[config.mk]
export PLATFORM = sky130hd
export DESIGN_NAME = max_pool_2x2_flat
export DESIGN_NICKNAME = d
export VERILOG_FILES = /design/src/rtl/max_pool_2x2_if.sv /design/src/rtl/max_pool_2x2.sv /design/src/flat_wrapper.sv
export SDC_FILE = /design/constraint.sdc
export NUM_CORES = 1
export LEC_CHECK = 0
export ABC_CLOCK_PERIOD_IN_PS = 4500
export CAP_MARGIN = 20
export CORE_AREA = 2 2 153 155
export DETAILED_ROUTE_END_ITERATION = 10
export DIE_AREA = 0 0 155 157
export PLACE_DENSITY = 0.62
export SLEW_MARGIN = 30
export SYNTH_ARGS = -nofsm -noshare
export SYNTH_HDL_FRONTEND = slang
export SYNTH_SLANG_ARGS = --single-unit
[constraint.sdc]
create_clock -name clk -period 4.5 [get_ports clk]
set_input_delay 0.9 -clock clk [delete_from_list [all_inputs] [get_ports clk]]
set_output_delay 0.9 -clock clk [all_outputs]
set_load 0.03 [all_outputs]
[src/rtl/max_pool_2x2_if.sv]
// Pixel stream interface between the ReLU stage and the 2x2 max-pool stage.
// The master side drives pixels and start; the slave side returns pooled results.
interface max_pool_2x2_if #(
   parameter int DATA_WIDTH = 32
);
   logic                  start;
   logic                  data_valid;
   logic [DATA_WIDTH-1:0] data_in;
   logic [DATA_WIDTH-1:0] data_out;
   logic                  data_out_valid;
   logic                  frame_done;
   logic                  busy;

   modport master (
      output start, data_valid, data_in,
      input  data_out, data_out_valid, frame_done, busy
   );

   modport slave (
      input  start, data_valid, data_in,
      output data_out, data_out_valid, frame_done, busy
   );
endinterface

[src/rtl/max_pool_2x2.sv]
// Streaming 2x2 stride-2 signed max-pool. Horizontal pair maxima of even rows are held
// in a half-width line buffer and merged with the odd row's pair maxima.
module max_pool_2x2 #(
   parameter int DATA_WIDTH = 32,
   parameter int IMG_WIDTH  = 8,
   parameter int IMG_HEIGHT = 8
) (
   input  logic           clk,
   input  logic           rst_n,
   max_pool_2x2_if.slave  bus
);
   localparam int COL_W    = (IMG_WIDTH > 1) ? $clog2(IMG_WIDTH) : 1;
   localparam int ROW_W    = (IMG_HEIGHT > 1) ? $clog2(IMG_HEIGHT) : 1;
   localparam int LB_DEPTH = IMG_WIDTH / 2;
   localparam int LB_W     = (LB_DEPTH > 1) ? $clog2(LB_DEPTH) : 1;
   localparam logic [COL_W-1:0] COL_LAST = COL_W'(IMG_WIDTH - 1);
   localparam logic [ROW_W-1:0] ROW_LAST = ROW_W'(IMG_HEIGHT - 1);

   typedef enum logic [1:0] {
      IDLE     = 2'd0,
      EVEN_ROW = 2'd1,
      ODD_ROW  = 2'd2
   } state_t;

   state_t                        state_r;
   logic [COL_W-1:0]              col_r;
   logic [ROW_W-1:0]              row_r;
   logic signed [DATA_WIDTH-1:0]  h_reg_r;
   logic signed [DATA_WIDTH-1:0]  lbuf_r [0:LB_DEPTH-1];
   logic signed [DATA_WIDTH-1:0]  data_out_r;
   logic                          data_out_valid_r;
   logic                          frame_done_r;
   logic                          busy_r;

   logic signed [DATA_WIDTH-1:0]  din_s;
   logic signed [DATA_WIDTH-1:0]  hmax_s;
   logic signed [DATA_WIDTH-1:0]  win_max_s;
   logic [LB_W-1:0]               lb_idx_s;
   logic                          accept_s;
   logic                          last_col_s;
   logic                          last_px_s;
   logic                          out_fire_s;
   logic                          lb_wr_s;
   logic                          h_wr_s;

   // Datapath maxima and accept/qualify decode; a start discards the concurrent pixel
   // unless it is the frame's final pixel.
   always_comb begin
      din_s      = $signed(bus.data_in);
      accept_s   = bus.data_valid && (state_r != IDLE);
      last_col_s = (col_r == COL_LAST);
      last_px_s  = last_col_s && (row_r == ROW_LAST);
      hmax_s     = (din_s > h_reg_r) ? din_s : h_reg_r;
      lb_idx_s   = LB_W'(col_r >> 1);
      win_max_s  = (lbuf_r[lb_idx_s] > hmax_s) ? lbuf_r[lb_idx_s] : hmax_s;
      out_fire_s = accept_s && (state_r == ODD_ROW) && col_r[0] && (!bus.start || last_px_s);
      lb_wr_s    = accept_s && !bus.start && (state_r == EVEN_ROW) && col_r[0];
      h_wr_s     = accept_s && !bus.start && !col_r[0];
   end

   // Line buffer of even-row pair maxima; always written before it is read.
   always_ff @(posedge clk) begin
      if (lb_wr_s) begin
         lbuf_r[lb_idx_s] <= hmax_s;
      end
   end

   // Frame FSM, raster counters, horizontal register and registered outputs.
   always_ff @(posedge clk or negedge rst_n) begin
      if (!rst_n) begin
         state_r          <= IDLE;
         col_r            <= COL_W'(0);
         row_r            <= ROW_W'(0);
         h_reg_r          <= DATA_WIDTH'(0);
         data_out_r       <= DATA_WIDTH'(0);
         data_out_valid_r <= 1'b0;
         frame_done_r     <= 1'b0;
         busy_r           <= 1'b0;
      end else begin
         data_out_valid_r <= 1'b0;
         frame_done_r     <= 1'b0;
         if (out_fire_s) begin
            data_out_r       <= win_max_s;
            data_out_valid_r <= 1'b1;
            frame_done_r     <= last_px_s;
         end
         if (h_wr_s) begin
            h_reg_r <= din_s;
         end
         if (bus.start) begin
            state_r <= EVEN_ROW;
            col_r   <= COL_W'(0);
            row_r   <= ROW_W'(0);
            busy_r  <= 1'b1;
         end else begin
            case (state_r)
               IDLE: begin
                  busy_r <= 1'b0;
               end
               EVEN_ROW, ODD_ROW: begin
                  if (bus.data_valid) begin
                     if (last_px_s) begin
                        state_r <= IDLE;
                        col_r   <= COL_W'(0);
                        row_r   <= ROW_W'(0);
                        busy_r  <= 1'b0;
                     end else if (last_col_s) begin
                        col_r   <= COL_W'(0);
                        row_r   <= row_r + ROW_W'(1);
                        state_r <= row_r[0] ? EVEN_ROW : ODD_ROW;
                     end else begin
                        col_r <= col_r + COL_W'(1);
                     end
                  end
               end
               default: begin
                  state_r <= IDLE;
                  col_r   <= COL_W'(0);
                  row_r   <= ROW_W'(0);
                  busy_r  <= 1'b0;
               end
            endcase
         end
      end
   end

   assign bus.data_out       = data_out_r;
   assign bus.data_out_valid = data_out_valid_r;
   assign bus.frame_done     = frame_done_r;
   assign bus.busy           = busy_r;
endmodule

[src/flat_wrapper.sv]
// flat-port wrapper written by rule: the top's interface ports become plain ports
module max_pool_2x2_flat 
#(
   parameter int DATA_WIDTH = 32,
   parameter int IMG_WIDTH  = 8,
   parameter int IMG_HEIGHT = 8
)
  (clk, rst_n, bus_start, bus_data_valid, bus_data_in, bus_data_out, bus_data_out_valid, bus_frame_done, bus_busy);
  max_pool_2x2_if #(.DATA_WIDTH(DATA_WIDTH)) bus_i ();
  input  logic clk;
  input  logic rst_n;
  input wire logic [$bits(bus_i.start)-1:0] bus_start;
  input wire logic [$bits(bus_i.data_valid)-1:0] bus_data_valid;
  input wire logic [$bits(bus_i.data_in)-1:0] bus_data_in;
  output wire logic [$bits(bus_i.data_out)-1:0] bus_data_out;
  output wire logic [$bits(bus_i.data_out_valid)-1:0] bus_data_out_valid;
  output wire logic [$bits(bus_i.frame_done)-1:0] bus_frame_done;
  output wire logic [$bits(bus_i.busy)-1:0] bus_busy;
  assign bus_i.start = bus_start;
  assign bus_i.data_valid = bus_data_valid;
  assign bus_i.data_in = bus_data_in;
  assign bus_data_out = bus_i.data_out;
  assign bus_data_out_valid = bus_i.data_out_valid;
  assign bus_frame_done = bus_i.frame_done;
  assign bus_busy = bus_i.busy;
  max_pool_2x2 #(.DATA_WIDTH(DATA_WIDTH), .IMG_WIDTH(IMG_WIDTH), .IMG_HEIGHT(IMG_HEIGHT)) u_core (.clk(clk), .rst_n(rst_n), .bus(bus_i));
endmodule
# Word-level counts from Yosys, hierarchy flattened
# Memories as Yosys holds them, arrays and structs flattened.
# Index checks and enable logic that the tools add are counted.
dict set report word_totals {
  regBits 75
  mem_bits_rw 128
  out_inout_bits 35
  word_cells 65
  memories 1
}
dict set report classes {
  add_sub_neg 2
  order_cmp 2
  n_eq_ne 8
  mux 26
  n_reduce_logical 18
}
# name depth width rd rd_ports_with_merged_regs write_ports line_no
set memory_table {}
lappend memory_table {u_core.lbuf_r 4 32 1 0 1 max_pool_2x2.sv:29} ;# logic signed [DATA_WIDTH-1:0] lbuf_r [0:LB_DEPTH-1];
# cell n
set op_table {}
lappend op_table {{$gt A32 B32 Y1} 2}
lappend op_table {{$mux W32} 2}
lappend op_table {{$mux W3} 8}
lappend op_table {{$pmux W3 S2} 2}
lappend op_table {{$mux W2} 5}
lappend op_table {{$logic_and A1 B1 Y1} 9}
lappend op_table {{$mux W1} 8}
lappend op_table {{$add A3 B1 Y3 const B} 2}
lappend op_table {{$eq A3 B3 Y1 const B} 2}
lappend op_table {{$ne A4 B2 Y1 const B} 1}
lappend op_table {{$pmux W2 S2} 1}
lappend op_table {{$reduce_and A2 Y1} 2}
lappend op_table {{$ne A3 B2 Y1 const B} 1}
lappend op_table {{$ne A3 B3 Y1 const B} 1}
lappend op_table {{$reduce_and A3 Y1} 1}
lappend op_table {{$eq A2 B1 Y1 const B} 1}
lappend op_table {{$eq A2 B2 Y1 const B} 1}
lappend op_table {{$logic_not A1 Y1} 2}
lappend op_table {{$logic_not A2 Y1} 1}
lappend op_table {{$ne A2 B2 Y1 const B} 1}
lappend op_table {{$reduce_bool A2 Y1} 1}
lappend op_table {{$reduce_or A2 Y1} 1}
lappend op_table {{$logic_or A1 B1 Y1} 1}

# Logic depth before layout (Yosys ltp)
dict set report depth {
  depth_word 7
  depth_mapped 21
}

# Worst setup path before layout
# OpenSTA, ideal clock, no wires.
dict set report synth_timing {
  path_kind {input to register}
  startpoint {input port bus_data_in[23]}
  endpoint {register u_core.data_out_r[7] (netlist: u_core.bus.data_out[7])}
  setup_ns 0.149
  arrival_ns 4.775
  required_time_ns 4.351
  slack_ns -0.424
  stages 19
  path_buffers 4
  path_cell_list {ha_1 > a21oi_1 > o21ai_1 > a211o_1 > or2_1 > clkbuf_1 > buf_2 > a22o_1 > a222oi_1 > ha_1 > nor2b_1 > o211ai_1 > a2111oi_0 > o41a_1 > nor3_1 > or3_1 > clkbuf_1 > buf_2 > o221ai_1}
}
dict set report synth_via {
  elab_chain_cells 4
}
# element line_no
set synth_lines {}
lappend synth_lines {{start, declared} flat_wrapper.sv:14} ;# input wire logic [$bits(bus_i.data_in)-1:0] bus_data_in;
lappend synth_lines {{$gt A32 B32 Y1} max_pool_2x2.sv:53} ;# hmax_s = (din_s > h_reg_r) ? din_s : h_reg_r;
lappend synth_lines {{$mux W32 (*)} max_pool_2x2.sv:53}
lappend synth_lines {{$gt A32 B32 Y1} max_pool_2x2.sv:55} ;# win_max_s = (lbuf_r[lb_idx_s] > hmax_s) ? lbuf_r[lb_idx_s] : hmax_s;
lappend synth_lines {{$mux W32 (*)} max_pool_2x2.sv:55}
lappend synth_lines {{end signal, assigned} max_pool_2x2.sv:83} ;# data_out_r <= win_max_s;
lappend synth_lines {{end, declared} max_pool_2x2.sv:30} ;# logic signed [DATA_WIDTH-1:0] data_out_r;
# Mark *: on every way between the ends. The rest lies on a longest branch, timed or not.
# A chain may end at the register's enable or synchronous reset.

# Worst setup path in the final report
dict set report layout_timing {
  startpoint {input port bus_data_in[31]}
  endpoint {register u_core.data_out_r[14] (netlist: u_core.bus.data_out[14])}
}
# Same word-level chain as after synthesis.

==> impl_metrics.ini <==
[power_and_ir_drop]
ir_drop_uv = 397
p_per_area_mw_per_mm2 = 747
leakagePower_nw = 5.79

[floorplanning]
initial_core_util_pct = 44.7
die_x_um = 155
rows = 55
core-area_sq_mm = 0.0225
die_area_sq_mm = 0.0243
die_y_um = 157
io_pins = 71

[place]
port_buffers = 70
dpl_cell_area_sq_mm = 0.0126
dp_hpwl_um = 18600
gp_congestion = 0.843

[timing]
rsz0062_at_grt = true
slew_viol_final = 0
worst_pin_slew_ps = 903
finalHoldViolCount = 0
setup_violations = 32
max_slew_margin_pct = 39.8
period_share_pct = 116
timing.fmax_mhz = 192
period_minus_slack_ps = 5210
finClkSkew_ps = 15.9
fin_ws_ps = -711

[global_route]
grt_first_pass_wirelength_um = 45300
antenna_found_initial = 0
gr-total-overflow = 0
grtUsageTotal_pct = 23.7
grt_pass1_vias = 8373
grt_max_degree = 64

[clock_tree]
clock_sink_count = 202
htreeDepth = 1
cts_tree = built
clk_pin_slew_ps = 60
cts_root_buf = clkbuf_16
clk_latency_ps = 510
clockBufferDepth = 3
numCtsBuffers = 23
ctsHoldBuffers = 0

[detailed_routing]
drt-wirelength-per-cell_um = 21.4
drt_iter0_drc = 661
drc = 0
ant_nets = 0
routed_wl_um = 29200
via_count = 8027
drt-pass1-iter-count = 7
vias_per_cell = 5.88

[finish]
layout_common_cells = buf_4, edfxtp_1, nand2_1
final_nets = 1172
final_area_sq_mm = 0.0144
final_common_cell = buf_4
utilization_pct = 63.8
drive_above_1_share_pct = 38.9
diodes = 0
fillers = 1627
areaGrowthSynthToFinish_pct = 42.7

[outcome]
status = finished, violations left
violations = negative setup slack

[synthesis]
yosysWarnings = 0
yosys-top-cells-area = edfxtp_1, dfrtp_1, ha_1
synth_xor_area_share_pct = 0
synthAdderAreaFrac_pct = 8.82
synth-seq-cells = 202
netlist_instances = 795
synth_edf_count = 128
synth_fp_nets = 902
synth_ff_type = edfxtp_1
synth_area_sq_mm = 0.0101
synthArstFlopShare_pct = 36.6
synthMuxAreaShare_pct = 7.27
synth_seq_area_share_pct = 56.6
synth-compound-area-share_pct = 16.1
synth_top_cell_by_area = edfxtp_1
yosysUniqueCellTypes = 46
synthSimpleGateAreaFrac_pct = 6.44
synth.top_cell.area_share_pct = 38.2
syn_avg_cell_area_sq_um = 12.7
synth_top_family_by_area = compound AO/OA/AOI/OAI gates

[worst_setup_path]
critPathKind = primary input to flop
cp-start-kind = primary input
required_ps = 4910
cp_data_arrival_time_ps = 5620
reg2reg_depth = 20
end_kind = flop
critPathMaxFanout = 8

[min_path]
hp-class = primary input to async pin

[flow_run]
maxCapViolations = 0
## sequential cells by signal (all words and copies together) (netlist names), 3 cells and up
name                 flops
u_core.lbuf_r          128
u_core.bus.data_out     32
u_core.row_r             3
u_core.h_reg_r          32
u_core.col_r             3
## layout make-up
type	count	area [sq um]	share of cell area [%]
Clock buffer	28	614	4.28
Clock inverter	13	92.6	0.645
Inverter	71	267	1.86
Multi-Input combinational cell	473	4780	33.3
Sequential cell	202	5700	39.7
Tap cell	285	357	2.48
Timing Repair Buffer	294	2550	17.8
## worst max-delay path, cell delays in order
cell and delay [ps]:
buf_8 100, ha_4 250, nand4_1 210, buf_4 220, nor4_4 330, o41ai_4 160
buf_4 170, a31o_4 280, buf_12 150, a222oi_1 470, buf_4 220, ha_4 210
a21oi_1 210, a21oi_2 90, o41a_1 500, o211a_1 280, or3_4 400, buf_4 170
clkbuf_16 150, o221ai_2 150
## through the flow
| step | setup TNS [ps] | power (mW) | std cells | worst slack [ps] | hold slack [ps] |
|---|---|---|---|---|---|
| 2_1_floorplan | -9140 | 5.38 | 795 | -306 | 454 |
| 6_report | -19610 | 10.7 | 1366 | -711 | 419 |
| 3_3_place_gp | -45560 | 7.61 | 1275 | -1440 | 471 |
| 5_1_grt | -23400 | 11.3 | 1366 | -833 | 462 |
| 3_5_place_dp | -48470 | 7.77 | 1275 | -1560 | 479 |
| 4_1_cts | -12760 | 10.3 | 1354 | -460 | 437 |
## report_power, final
| part | leakage [nW] | internal [mW] | switching, mW |
|---|---|---|---|
| Sequential | 2.13 | 2.58 | 0.198 |
| Clock | 0.353 | 1.03 | 0.749 |
| Combinational | 3.31 | 3.00 | 3.19 |
| Total | 5.79 | 6.60 | 4.13 |
## cell usage after synthesis (all sizes together) (2+ instances only)
| cell type | n |
|---|---|
| a22o | 33 |
| buf | 15 |
| nand2 | 86 |
| nand3 | 8 |
| a211o | 2 |
| or2 | 2 |
| o21a | 3 |
| nor3 | 10 |
| a21o | 5 |
| nor2b | 3 |
| o221ai | 30 |
| a21oi | 28 |
| ha | 71 |
| clkbuf | 34 |
| a221oi | 2 |
| dfrtp | 74 |
| a222oi | 32 |
| inv | 70 |
| edfxtp | 128 |
| mux4 | 32 |
| nand4 | 14 |
| o211ai | 6 |
| nor4 | 2 |
| o21ai | 72 |
| nor2 | 11 |
| and4 | 4 |
| a31o | 2 |
## timing repair
action | in CTS | in global routing
cloned | 4 | 1
setup endpoints to repair | 32 | 32
pin swaps | 39 | 48
gates resized for setup | 181 | 78
setup buffers | 34 | 16
## routing by layer
| metal | share of wire [%] | routed length [um] | GRT usage (%) |
|---|---|---|---|
| met2 | 48 | 14100 | 38.7 |
| met3 | 5.6 | 1650 | 3.14 |
| met4 | 2.2 | 656 | 6.97 |
| met1 | 44 | 12800 | 33.4 |
| met5 | 0 | 0 | 0 |
## worst paths after layout
path                                         start                       to  slack, ps
setup / recovery                   bus_data_in[31]  u_core.bus.data_out[14]       -710
min in group clk           u_core.bus.data_out[11]  u_core.bus.data_out[11]        490
hold reg to reg            u_core.bus.data_out[11]  u_core.bus.data_out[11]        490
hold / removal                               rst_n       u_core.h_reg_r[30]        420
setup reg to reg                u_core.h_reg_r[31]  u_core.bus.data_out[14]       -690
max in group asynchronous                    rst_n  u_core.bus.data_out[10]       3130
## kinds of logic after synthesis
kind of cell	Yosys count
AO/OA/AOI/OAI	225
adder cells (fa/ha/maj)	71
flip-flops	202
multiplexers	33
AND/OR/NAND/NOR	144
buffers and inverters	120
Power figures use the tool's default switching activity.
